==> src/rtl/rc4_pkg.sv <==
// ----------------------------------------------------------------------------
// rc4_pkg
// Shared definitions for the RC4 key-search datapath:
//   - MODE_* : phase-select codes driven onto the RAM controller's mode input.
//   - search_state_t : state encoding of the key-search sequencer.
//   - state_mode / state_busy : decodes used to build the registered outputs.
// ----------------------------------------------------------------------------
package rc4_pkg;

    localparam logic [5:0] MODE_IDLE    = 6'b000_000;
    localparam logic [5:0] MODE_INIT    = 6'b001_000;
    localparam logic [5:0] MODE_SHUFFLE = 6'b010_000;
    localparam logic [5:0] MODE_DECRYPT = 6'b011_000;

    typedef enum logic [2:0] {
        S_IDLE,
        S_GAP,
        S_INIT,
        S_SHUFFLE,
        S_DECRYPT,
        S_FOUND,
        S_EXHAUSTED,
        S_ERROR
    } search_state_t;

    // Phase-select code a given state presents to the RAM controller.
    function automatic logic [5:0] state_mode(search_state_t s);
        case (s)
            S_INIT:    return MODE_INIT;
            S_SHUFFLE: return MODE_SHUFFLE;
            S_DECRYPT: return MODE_DECRYPT;
            default:   return MODE_IDLE;
        endcase
    endfunction

    // A search is in progress in the gap and in every phase state.
    function automatic logic state_busy(search_state_t s);
        return s inside {S_GAP, S_INIT, S_SHUFFLE, S_DECRYPT};
    endfunction

endpackage

==> src/rtl/phase_timer.sv <==
// ----------------------------------------------------------------------------
// phase_timer
// Cleared, saturating cycle counter. While clear_i is low it counts up once per
// cycle and stops at LIMIT-1; expired_o is high on the cycle the count sits at
// LIMIT-1, i.e. the LIMIT-th cycle after clear_i drops.
// Ports:
//   clk       : clock
//   reset     : asynchronous, active-high
//   clear_i   : hold the count at zero
//   expired_o : count has reached LIMIT-1 (and clear_i is low)
// ----------------------------------------------------------------------------
module phase_timer #(
    parameter int unsigned LIMIT = 8192
) (
    input  logic clk,
    input  logic reset,
    input  logic clear_i,
    output logic expired_o
);

    localparam int unsigned W    = (LIMIT > 1) ? $clog2(LIMIT) : 1;
    localparam logic [W-1:0] LAST = W'(LIMIT - 1);

    logic [W-1:0] count_q, count_d;

    always_comb begin
        // NOTE: every variable written here gets a default first, so no path
        // leaves it unassigned and no latch is inferred.
        count_d = count_q;
        if (clear_i) begin
            count_d = '0;
        end else if (count_q != LAST) begin
            count_d = count_q + W'(1);
        end
    end

    // NOTE: sequential state uses non-blocking assignments so every register
    // samples the pre-edge values of its sources.
    always_ff @(posedge clk or posedge reset) begin
        if (reset) begin
            count_q <= '0;
        end else begin
            count_q <= count_d;
        end
    end

    assign expired_o = !clear_i && (count_q == LAST);

endmodule

==> src/rtl/key_search_controller.sv <==
// ----------------------------------------------------------------------------
// key_search_controller
// Walks a key range and, for each candidate, sequences the RAM controller
// through S-RAM init, shuffle and decrypt. Stops on the first decrypt success,
// when the next key would leave the KEY_BITS range, or when a phase overruns
// TIMEOUT cycles. A one-cycle GAP separates phases so each device sees its
// start deassert.
// Ports:
//   clk, reset   : clock; asynchronous active-high reset
//   start        : pulse, begins a search (only when not busy)
//   abort        : synchronous return to IDLE, highest priority
//   finish_bus   : per-device done levels (0 init, 1 shuffle, 2 decrypt)
//   success      : decryptor hit, qualified by finish_bus[2]
//   mode         : phase select to the RAM controller
//   key          : current candidate, key[0] is the most significant byte
//   attempts     : candidates whose decrypt has completed
//   busy         : search in progress
//   found, exhausted, timeout_err : sticky terminal flags
// All outputs are registered.
// ----------------------------------------------------------------------------
module key_search_controller
    import rc4_pkg::*;
#(
    parameter int unsigned RAM_WIDTH   = 8,
    parameter int unsigned KEY_LENGTH  = 3,
    parameter int unsigned NUM_DEVICES = 3,
    parameter int unsigned KEY_BITS    = 22,
    parameter int unsigned KEY_START   = 0,
    parameter int unsigned KEY_STRIDE  = 1,
    parameter int unsigned TIMEOUT     = 8192
) (
    input  logic                                 clk,
    input  logic                                 reset,
    input  logic                                 start,
    input  logic                                 abort,
    input  logic [NUM_DEVICES-1:0]               finish_bus,
    input  logic                                 success,
    output logic [5:0]                           mode,
    output logic [KEY_LENGTH-1:0][RAM_WIDTH-1:0] key,
    output logic [KEY_BITS-1:0]                  attempts,
    output logic                                 busy,
    output logic                                 found,
    output logic                                 exhausted,
    output logic                                 timeout_err
);

    localparam int unsigned KW = KEY_LENGTH * RAM_WIDTH;

    search_state_t         state_q, state_d;
    search_state_t         next_phase_q, next_phase_d;
    logic [KW-1:0]         k_q, k_d;
    logic [KEY_BITS-1:0]   attempts_q, attempts_d;
    logic                  found_q, found_d;
    logic                  exhausted_q, exhausted_d;
    logic                  timeout_q, timeout_d;
    logic [5:0]            mode_q;
    logic                  busy_q;

    logic                  timer_clear;
    logic                  timer_expired;
    logic [KEY_BITS:0]     k_sum;

    // The counter is cleared outside the phase states; every phase is entered
    // from GAP, so it always starts a phase at zero.
    assign timer_clear = !(state_q inside {S_INIT, S_SHUFFLE, S_DECRYPT});

    phase_timer #(
        .LIMIT (TIMEOUT)
    ) u_phase_timer (
        .clk       (clk),
        .reset     (reset),
        .clear_i   (timer_clear),
        .expired_o (timer_expired)
    );

    // One extra bit so the range check sees the carry instead of wrapping.
    assign k_sum = {1'b0, k_q[KEY_BITS-1:0]} + (KEY_BITS + 1)'(KEY_STRIDE);

    always_comb begin
        state_d      = state_q;
        next_phase_d = next_phase_q;
        k_d          = k_q;
        attempts_d   = attempts_q;
        found_d      = found_q;
        exhausted_d  = exhausted_q;
        timeout_d    = timeout_q;

        if (abort) begin
            state_d     = S_IDLE;
            found_d     = 1'b0;
            exhausted_d = 1'b0;
            timeout_d   = 1'b0;
        end else begin
            case (state_q)
                S_IDLE, S_FOUND, S_EXHAUSTED, S_ERROR: begin
                    if (start) begin
                        state_d      = S_GAP;
                        next_phase_d = S_INIT;
                        k_d          = KW'(KEY_START);
                        attempts_d   = '0;
                        found_d      = 1'b0;
                        exhausted_d  = 1'b0;
                        timeout_d    = 1'b0;
                    end
                end
                S_GAP: state_d = next_phase_q;
                // In each phase the own finish bit is tested before the
                // timer, so a finish on the expiry cycle still advances.
                S_INIT: begin
                    if (finish_bus[0]) begin
                        state_d      = S_GAP;
                        next_phase_d = S_SHUFFLE;
                    end else if (timer_expired) begin
                        state_d   = S_ERROR;
                        timeout_d = 1'b1;
                    end
                end
                S_SHUFFLE: begin
                    if (finish_bus[1]) begin
                        state_d      = S_GAP;
                        next_phase_d = S_DECRYPT;
                    end else if (timer_expired) begin
                        state_d   = S_ERROR;
                        timeout_d = 1'b1;
                    end
                end
                S_DECRYPT: begin
                    if (finish_bus[2]) begin
                        attempts_d = attempts_q + KEY_BITS'(1);
                        if (success) begin
                            state_d = S_FOUND;
                            found_d = 1'b1;
                        end else if (k_sum[KEY_BITS]) begin
                            state_d     = S_EXHAUSTED;
                            exhausted_d = 1'b1;
                        end else begin
                            k_d          = KW'(k_sum[KEY_BITS-1:0]);
                            state_d      = S_GAP;
                            next_phase_d = S_INIT;
                        end
                    end else if (timer_expired) begin
                        state_d   = S_ERROR;
                        timeout_d = 1'b1;
                    end
                end
                default: state_d = S_IDLE;
            endcase
        end
    end

    always_ff @(posedge clk or posedge reset) begin
        if (reset) begin
            state_q      <= S_IDLE;
            next_phase_q <= S_INIT;
            k_q          <= '0;
            attempts_q   <= '0;
            found_q      <= 1'b0;
            exhausted_q  <= 1'b0;
            timeout_q    <= 1'b0;
            mode_q       <= MODE_IDLE;
            busy_q       <= 1'b0;
        end else begin
            state_q      <= state_d;
            next_phase_q <= next_phase_d;
            k_q          <= k_d;
            attempts_q   <= attempts_d;
            found_q      <= found_d;
            exhausted_q  <= exhausted_d;
            timeout_q    <= timeout_d;
            // Decoded from the next state so mode/busy line up with state_q.
            mode_q       <= state_mode(state_d);
            busy_q       <= state_busy(state_d);
        end
    end

    // key[0] carries the most significant byte of K.
    always_comb begin
        for (int i = 0; i < KEY_LENGTH; i++) begin
            key[i] = k_q[(KEY_LENGTH - 1 - i) * RAM_WIDTH +: RAM_WIDTH];
        end
    end

    assign mode        = mode_q;
    assign attempts    = attempts_q;
    assign busy        = busy_q;
    assign found       = found_q;
    assign exhausted   = exhausted_q;
    assign timeout_err = timeout_q;

endmodule

==> config.mk <==
export PLATFORM = sky130hd
export DESIGN_NAME = key_search_controller
export DESIGN_NICKNAME = d
export VERILOG_FILES = /design/src/rtl/rc4_pkg.sv /design/src/rtl/phase_timer.sv /design/src/rtl/key_search_controller.sv
export SDC_FILE = /design/constraint.sdc
export NUM_CORES = 1
export LEC_CHECK = 0
export CAP_MARGIN = 20
export CELL_PAD_IN_SITES_DETAIL_PLACEMENT = 0
export CELL_PAD_IN_SITES_GLOBAL_PLACEMENT = 1
export CORE_ASPECT_RATIO = 0.75
export CORE_MARGIN = 2
export CORE_UTILIZATION = 38
export CTS_BUF_LIST = sky130_fd_sc_hd__clkbuf_4 sky130_fd_sc_hd__clkbuf_8
export CTS_CLUSTER_DIAMETER = 120
export DETAILED_ROUTE_END_ITERATION = 6
export GPL_ROUTABILITY_DRIVEN = 0
export PLACE_DENSITY_LB_ADDON = 0.1
export SYNTH_ARGS = -nofsm -noshare
export SYNTH_HDL_FRONTEND = slang
export SYNTH_SLANG_ARGS = --single-unit
==> constraint.sdc <==
create_clock -name clk -period 2.35 [get_ports clk]
set_clock_uncertainty 0.1 [all_clocks]
set_input_delay 0.47 -clock clk [delete_from_list [all_inputs] [get_ports clk]]
set_output_delay 0.47 -clock clk [all_outputs]
set_load 0.01 [all_outputs]
==> results.cfg, run 1 <==
[run_status]
status = finished, final reports clean

[floorplan]
dieArea_um2 = 10750
die_x_um = 119.0
start_util = 0.3905
die_y_um = 90.28
core_area_um2 = 9658
ios = 64
num_rows = 31

[timing]
max_freq_ghz = 0.4545
rsz0062_at_grt = false
hold_violations = 0
timing.final.ws_setup_ps = 149.9
hold-worst-slack_ps = 249.3
period_minus_slack_ps = 2200
finalSetupViolCount = 0
maxSlewViolCount = 0
period_share = 0.9362

[yosys]
synth_flop_cell = dfrtp_1
yosysSeqAreaShare = 0.4582
synth_warnings = 0
yosys-top-cells-count = 68 x dfrtp_1, 55 x nor2_1, 40 x nand2_1
syn_inst = 410
ys_ff_latch = 69
yosysMostFrequentCell = dfrtp_1
synth.top_cells.by_area = dfrtp_1 45%, xor2_1 6.7%, nor2_1 5.5%
syn-mean-instance-area_um2 = 9.198
synth_area_leader_cell = dfrtp_1
synth.distinct_cells = 57
synthArstFlopShare = 1.000
synth_edf_count = 0
synthDominantCellAreaShare = 0.4512
synth_area_um2 = 3771

[pwr]
power.leakage_nw = 2.117
power.density_nw_per_um2 = 596.4
ir_drop_v = 0.0004592
total_power_mw = 2.965

[routing]
viasPerCell = 5.148
dr.pass1.iters = 4
drc = 0
vias = 3300
avgRoutedWirePerCell_um = 14.64
finalWirelength_um = 9386
ant_nets = 0
first_iter_violations = 196

[global_routing]
grt_max_degree = 46
antenna_found_initial = 0
grt_usage = 0.1878
overflow = 0
grt_first_pass_wirelength_um = 16060
grt_pass1_vias = 3158

[critical_path]
critical_path.max_fanout = 7
critPathMaxStageDelay_ps = 460
cp_common_cell = or3_1
cp_cell_sequence = nor2_1 > buf_4 > mux2i_2 > nand4_1 > or3_1 > or3_1 > a21oi_1
endpoint_kind = flop
slowest_stage = dfrtp_2
startpoint_type = flop
crit_start = state_q[0]
path_class = reg2reg
crit_family = simple AND/OR/NAND/NOR gates
worst-endpoint-arrival_ps = 2380
r2r_start = state_q[0]
cp.required_ps = 2530
path_buf_inv = 1

[placed_design]
portBuffers = 57
place_ws_ps = -234.3
place_area_um2 = 4752
placedCellCount = 624
dp_hpwl_um = 6754

[clock_network]
cts_tree = built
cts-root-buf = clkbuf_8
ctsHtreeMaxLevel = 3
clk_latency_ps = 360
cts_max_path_buffers = 2
cts_buffers = 9
clock-sinks = 69
path_clk_slew_ps = 80
hold_buffers = 0

[worst_hold_path]
hp-class = in2async

[finish]
final_nets = 515
antennaDiodeCount = 0
drive_above_1_share = 0.1611
final_cell_area_um2 = 4971
fin_cells = 641
area_delta_synth_final_pct = 31.82

[run]
drv_cap = 0
==> state kept, by name, indices dropped and copies added, names as in the netlist <==
name and flops:
next_phase_q 3, found 1, attempts 22, u_phase_timer.count_q 13, state_q 3, busy 1, mode 2, timeout_err 1
exhausted 1, k_q 22
==> report_power, final <==
| part | switching [mW] | leakage [nW] | internal (mW) |
|---|---|---|---|
| sequential | 0.0591 | 0.953 | 1.26 |
| combinational | 0.351 | 1.06 | 0.305 |
| clock | 0.455 | 0.103 | 0.539 |
==> what timing repair did <==
action	CTS	global route
endpoints found under the setup margin	0	6
resized for setup	0	3
buffers inserted	0	1
==> cell type report <==
cell class / count / area [um^2]
timing repair buffer: 100 / 918.4
sequential: 69 / 1730
clock inverter: 4 / 47.55
tap: 132 / 165.2
multi-input combinational: 317 / 1931
clock buffer: 12 / 152.6
fill: 930 / 4687
inverter: 7 / 26.28
==> worst paths after layout <==
check                                                  to  slack, ps  cells past startpoint
max in group asynchronous                 next_phase_q[1]       1340                      3
worst max register to register               attempts[20]        150                      7
worst min-delay path                          attempts[8]        250                      2
worst min register to register  u_phase_timer.count_q[12]        420                      2
worst max-delay path                         attempts[20]        150                      7
min in group clk                u_phase_timer.count_q[12]        420                      2
==> layer usage <==
metal	track usage	wire length, um
met1	0.2706	4767
met2	0.2768	4028
met3	0.04861	464
met4	0.05655	125
met5	0	0
==> layout by cell type (no fill, tap or decap), types with 2 or more instances in the layout <==
master	instances
dfrtp_1	66
clkdlybuf4s50_1	57
nor2_1	54
buf_4	41
nand2_1	40
xor2_1	29
a21oi_1	22
nand3_1	21
nand4_1	20
o21ai_0	20
and3_1	14
or3_1	14
nor3_1	10
clkbuf_8	10
xnor2_1	9
inv_1	6
conb_1	6
nor2b_1	4
nor4_4	3
and4_1	3
and2_1	3
ha_1	3
mux2i_1	2
a41oi_1	2
o21a_1	2
nand3_2	2
or2_2	2
nor4b_1	2
o2bb2ai_1	2
clkinv_2	2
clkbuf_4	2
buf_12	2
dfrtp_2	2
==> cells by family (layout without fill, tap and decap cells) <==
group,Yosys count,after routing,synth area share
AO/OA/AOI/OAI,62,62,0.1032
XOR/XNOR,38,38,0.08826
adder cells (fa/ha/maj),4,4,0.01261
buffers and inverters,29,123,0.03782
flip-flops,69,69,0.4582
multiplexers,4,4,0.01194
other,1,6,0.0009944
AND/OR/NAND/NOR,203,203,0.2870
==> metrics by stage <==
step                  util  TNS (ps)
global route        0.5147         0
detailed placement  0.4920     -3741
finish              0.5147         0
floorplan                -         0
CTS                 0.5128         0
global placement    0.4920     -3579
Note: power is estimated with default switching activity, not from simulation.
==> inputs of run 2 (changes only) <==
Settings changed: CAP_MARGIN 20 to unset, CELL_PAD_IN_SITES_DETAIL_PLACEMENT 0 to 1, SYNTH_HIERARCHICAL set to 1.
==> results.cfg, run 2 <==
[run_status]
status = finished, final reports clean

[timing]
hold_violations = 0
maxSlewViolCount = 0
period_share = 0.9413
slew_headroom = 0.6393
rsz0062_at_grt = true
tightest_slew_ps = 540.4
finalSetupViolCount = 0
max_freq_ghz = 0.4521
period_minus_slack_ps = 2212

[critical_path]
endpoint_kind = flop
worst-endpoint-arrival_ps = 2380
startpoint_type = flop
path_class = reg2reg
critical_path.max_fanout = 10
cp.required_ps = 2520

[global_routing]
overflow = 0
grt_pass1_vias = 3856
grt_first_pass_wirelength_um = 19600
antenna_found_initial = 0
grt_max_degree = 57
grt_usage = 0.2191

[yosys]
yosysMostFrequentCell = dfrtp_1
synth_top_family_by_area = simple AND/OR/NAND/NOR gates
synth_xor_area_frac = 0.06781
yosysSeqAreaShare = 0.4316
yosys.area_share.simple = 0.2838
synth_mux_area_frac = 0.01250
synth_warnings = 6
ys_ff_latch = 69
synthArstFlopShare = 1.000
synth_area_um2 = 4004
synthDominantCellAreaShare = 0.4250
yosys-top-cells-count = 68 x dfrtp_1, 57 x nor2_1, 48 x nand2_1
synth_fa_ha_area_frac = 0.009375
synth.top_cells.by_area = dfrtp_1 43%, nor2_1 5.3%, xnor2_1 4.6%
synth_area_leader_cell = dfrtp_1
synth-compound-area-share = 0.1428
synth_edf_count = 0
syn-mean-instance-area_um2 = 9.141
syn_inst = 438
synth.distinct_cells = 70
synth_flop_cell = dfrtp_1

[routing]
avgRoutedWirePerCell_um = 16.80
vias = 3590
viasPerCell = 5.319
ant_nets = 0
first_iter_violations = 178
drc = 0
finalWirelength_um = 11340
dr.pass1.iters = 4

[run]
drv_cap = 0

[clock_network]
cts_max_path_buffers = 2
ctsHtreeMaxLevel = 3
cts-root-buf = clkbuf_8
cts_tree = built
hold_buffers = 0
clock-sinks = 69
cts_buffers = 9
path_clk_slew_ps = 70
clk_latency_ps = 350

[finish]
drive_above_1_share = 0.1948
layout_common_cells = 67 x dfrtp_1, 57 x clkdlybuf4s50_1, 53 x nor2_1, 47 x nand2_1, 46 x buf_4
antennaDiodeCount = 0
final_nets = 545
fill_cells = 1209
area_delta_synth_final_pct = 31.53
final_cell_area_um2 = 5266
layout_commonest_cell = dfrtp_1

[placed_design]
portBuffers = 57
place_area_um2 = 5000
dp_hpwl_um = 8321

[worst_hold_path]
hp-class = reg2reg

[floorplan]
die_y_um = 92.90
num_rows = 32
dieArea_um2 = 11380
ios = 64
start_util = 0.3891
core_area_um2 = 10290
die_x_um = 122.5

[pwr]
ir_drop_v = 0.0002928
power.leakage_nw = 2.229
total_power_mw = 3.711
power.density_nw_per_um2 = 704.6
## run 2: cell types whose count changed after synthesis, moves of 8 or more
| cell | previous run | this run |
|---|---|---|
| xor2_1 | 29 | 10 |
| nand4_1 | 20 | 6 |
| xnor2_1 | 9 | 21 |
| a31oi_1 | 1 | 9 |
| inv_1 | 7 | 15 |
| nand2_1 | 40 | 48 |
## run 2: cell type report
type / instances / area, um^2 / area share
Multi-Input combinational cell: 334 / 2153 / 0.4089
Clock inverter: 3 / 43.79 / 0.008316
Sequential cell: 69 / 1729 / 0.3283
Tap cell: 136 / 170.2 / 0.03231
Inverter: 15 / 56.30 / 0.01069
Clock buffer: 13 / 166.4 / 0.03160
Timing Repair Buffer: 105 / 947.2 / 0.1799
## run 2: cells by family (layout without fill, tap and decap cells)
logic type | after synthesis | in the layout
mux | 5 | 5
compound gates | 86 | 86
other cells | 1 | 6
simple gates | 203 | 203
flops | 69 | 69
fa+ha+maj | 3 | 3
xor+xnor | 31 | 31
buf+inv | 40 | 136
## run 2: worst paths after layout
kind,startpoint,endpoint,slack [ps],cells after the start
hold / removal,next_phase_q[1],next_phase_q[1],380,2
setup reg to reg,state_q[2],k_q[19],140,9
min in group asynchronous,reset,k_q[8],410,3
max in group asynchronous,reset,u_phase_timer/count_q[9],1390,2
hold reg to reg,next_phase_q[1],next_phase_q[1],380,2
setup / recovery,state_q[2],k_q[19],140,9
## run 2: critical path: stages, from the launching register on
cell,delay [ps]
dfrtp_1,450
buf_4,200
nand2b_1,190
a221oi_4,290
nand2_2,60
buf_4,190
nor3_4,220
buf_4,170
nand3_1,80
a21oi_1,160
## run 2: layer usage
metal	wire length, um	track usage	vias to the layer above
li1	-	-	1735
met5	0	0	-
met1	5545	0.3021	1785
met2	5367	0.3546	62
met4	102	0.04885	0
met3	324	0.04372	8
## run 2: repair_timing
item,4_1_cts,5_1_grt
endpoints found under the setup margin,1,24
pin swaps,0,4
resized for setup,1,14
buffers inserted,0,0
## run 2: stage by stage
stage | util | worst slack, ps | hold WS, ps | setup TNS (ps) | std cells
after floorplan | - | 5.279 | 247.0 | 0 | 443
after global placement | 0.4859 | -178.1 | 349.1 | -4769 | 659
after detailed placement | 0.4859 | -260.8 | 370.6 | -5984 | 659
after CTS | 0.5068 | 9.709 | 381.6 | 0 | 675
after global routing | 0.5118 | -22.94 | 398.3 | -31.81 | 675
final | 0.5118 | 137.9 | 379.3 | 0 | 675
## run 2: power by group
part / switching, mW / leakage (nW) / internal, mW
clock network: 0.456 / 0.110 / 0.573
registers: 0.0733 / 0.951 / 1.27
logic: 0.765 / 1.17 / 0.570
total: 1.29 / 2.23 / 2.42
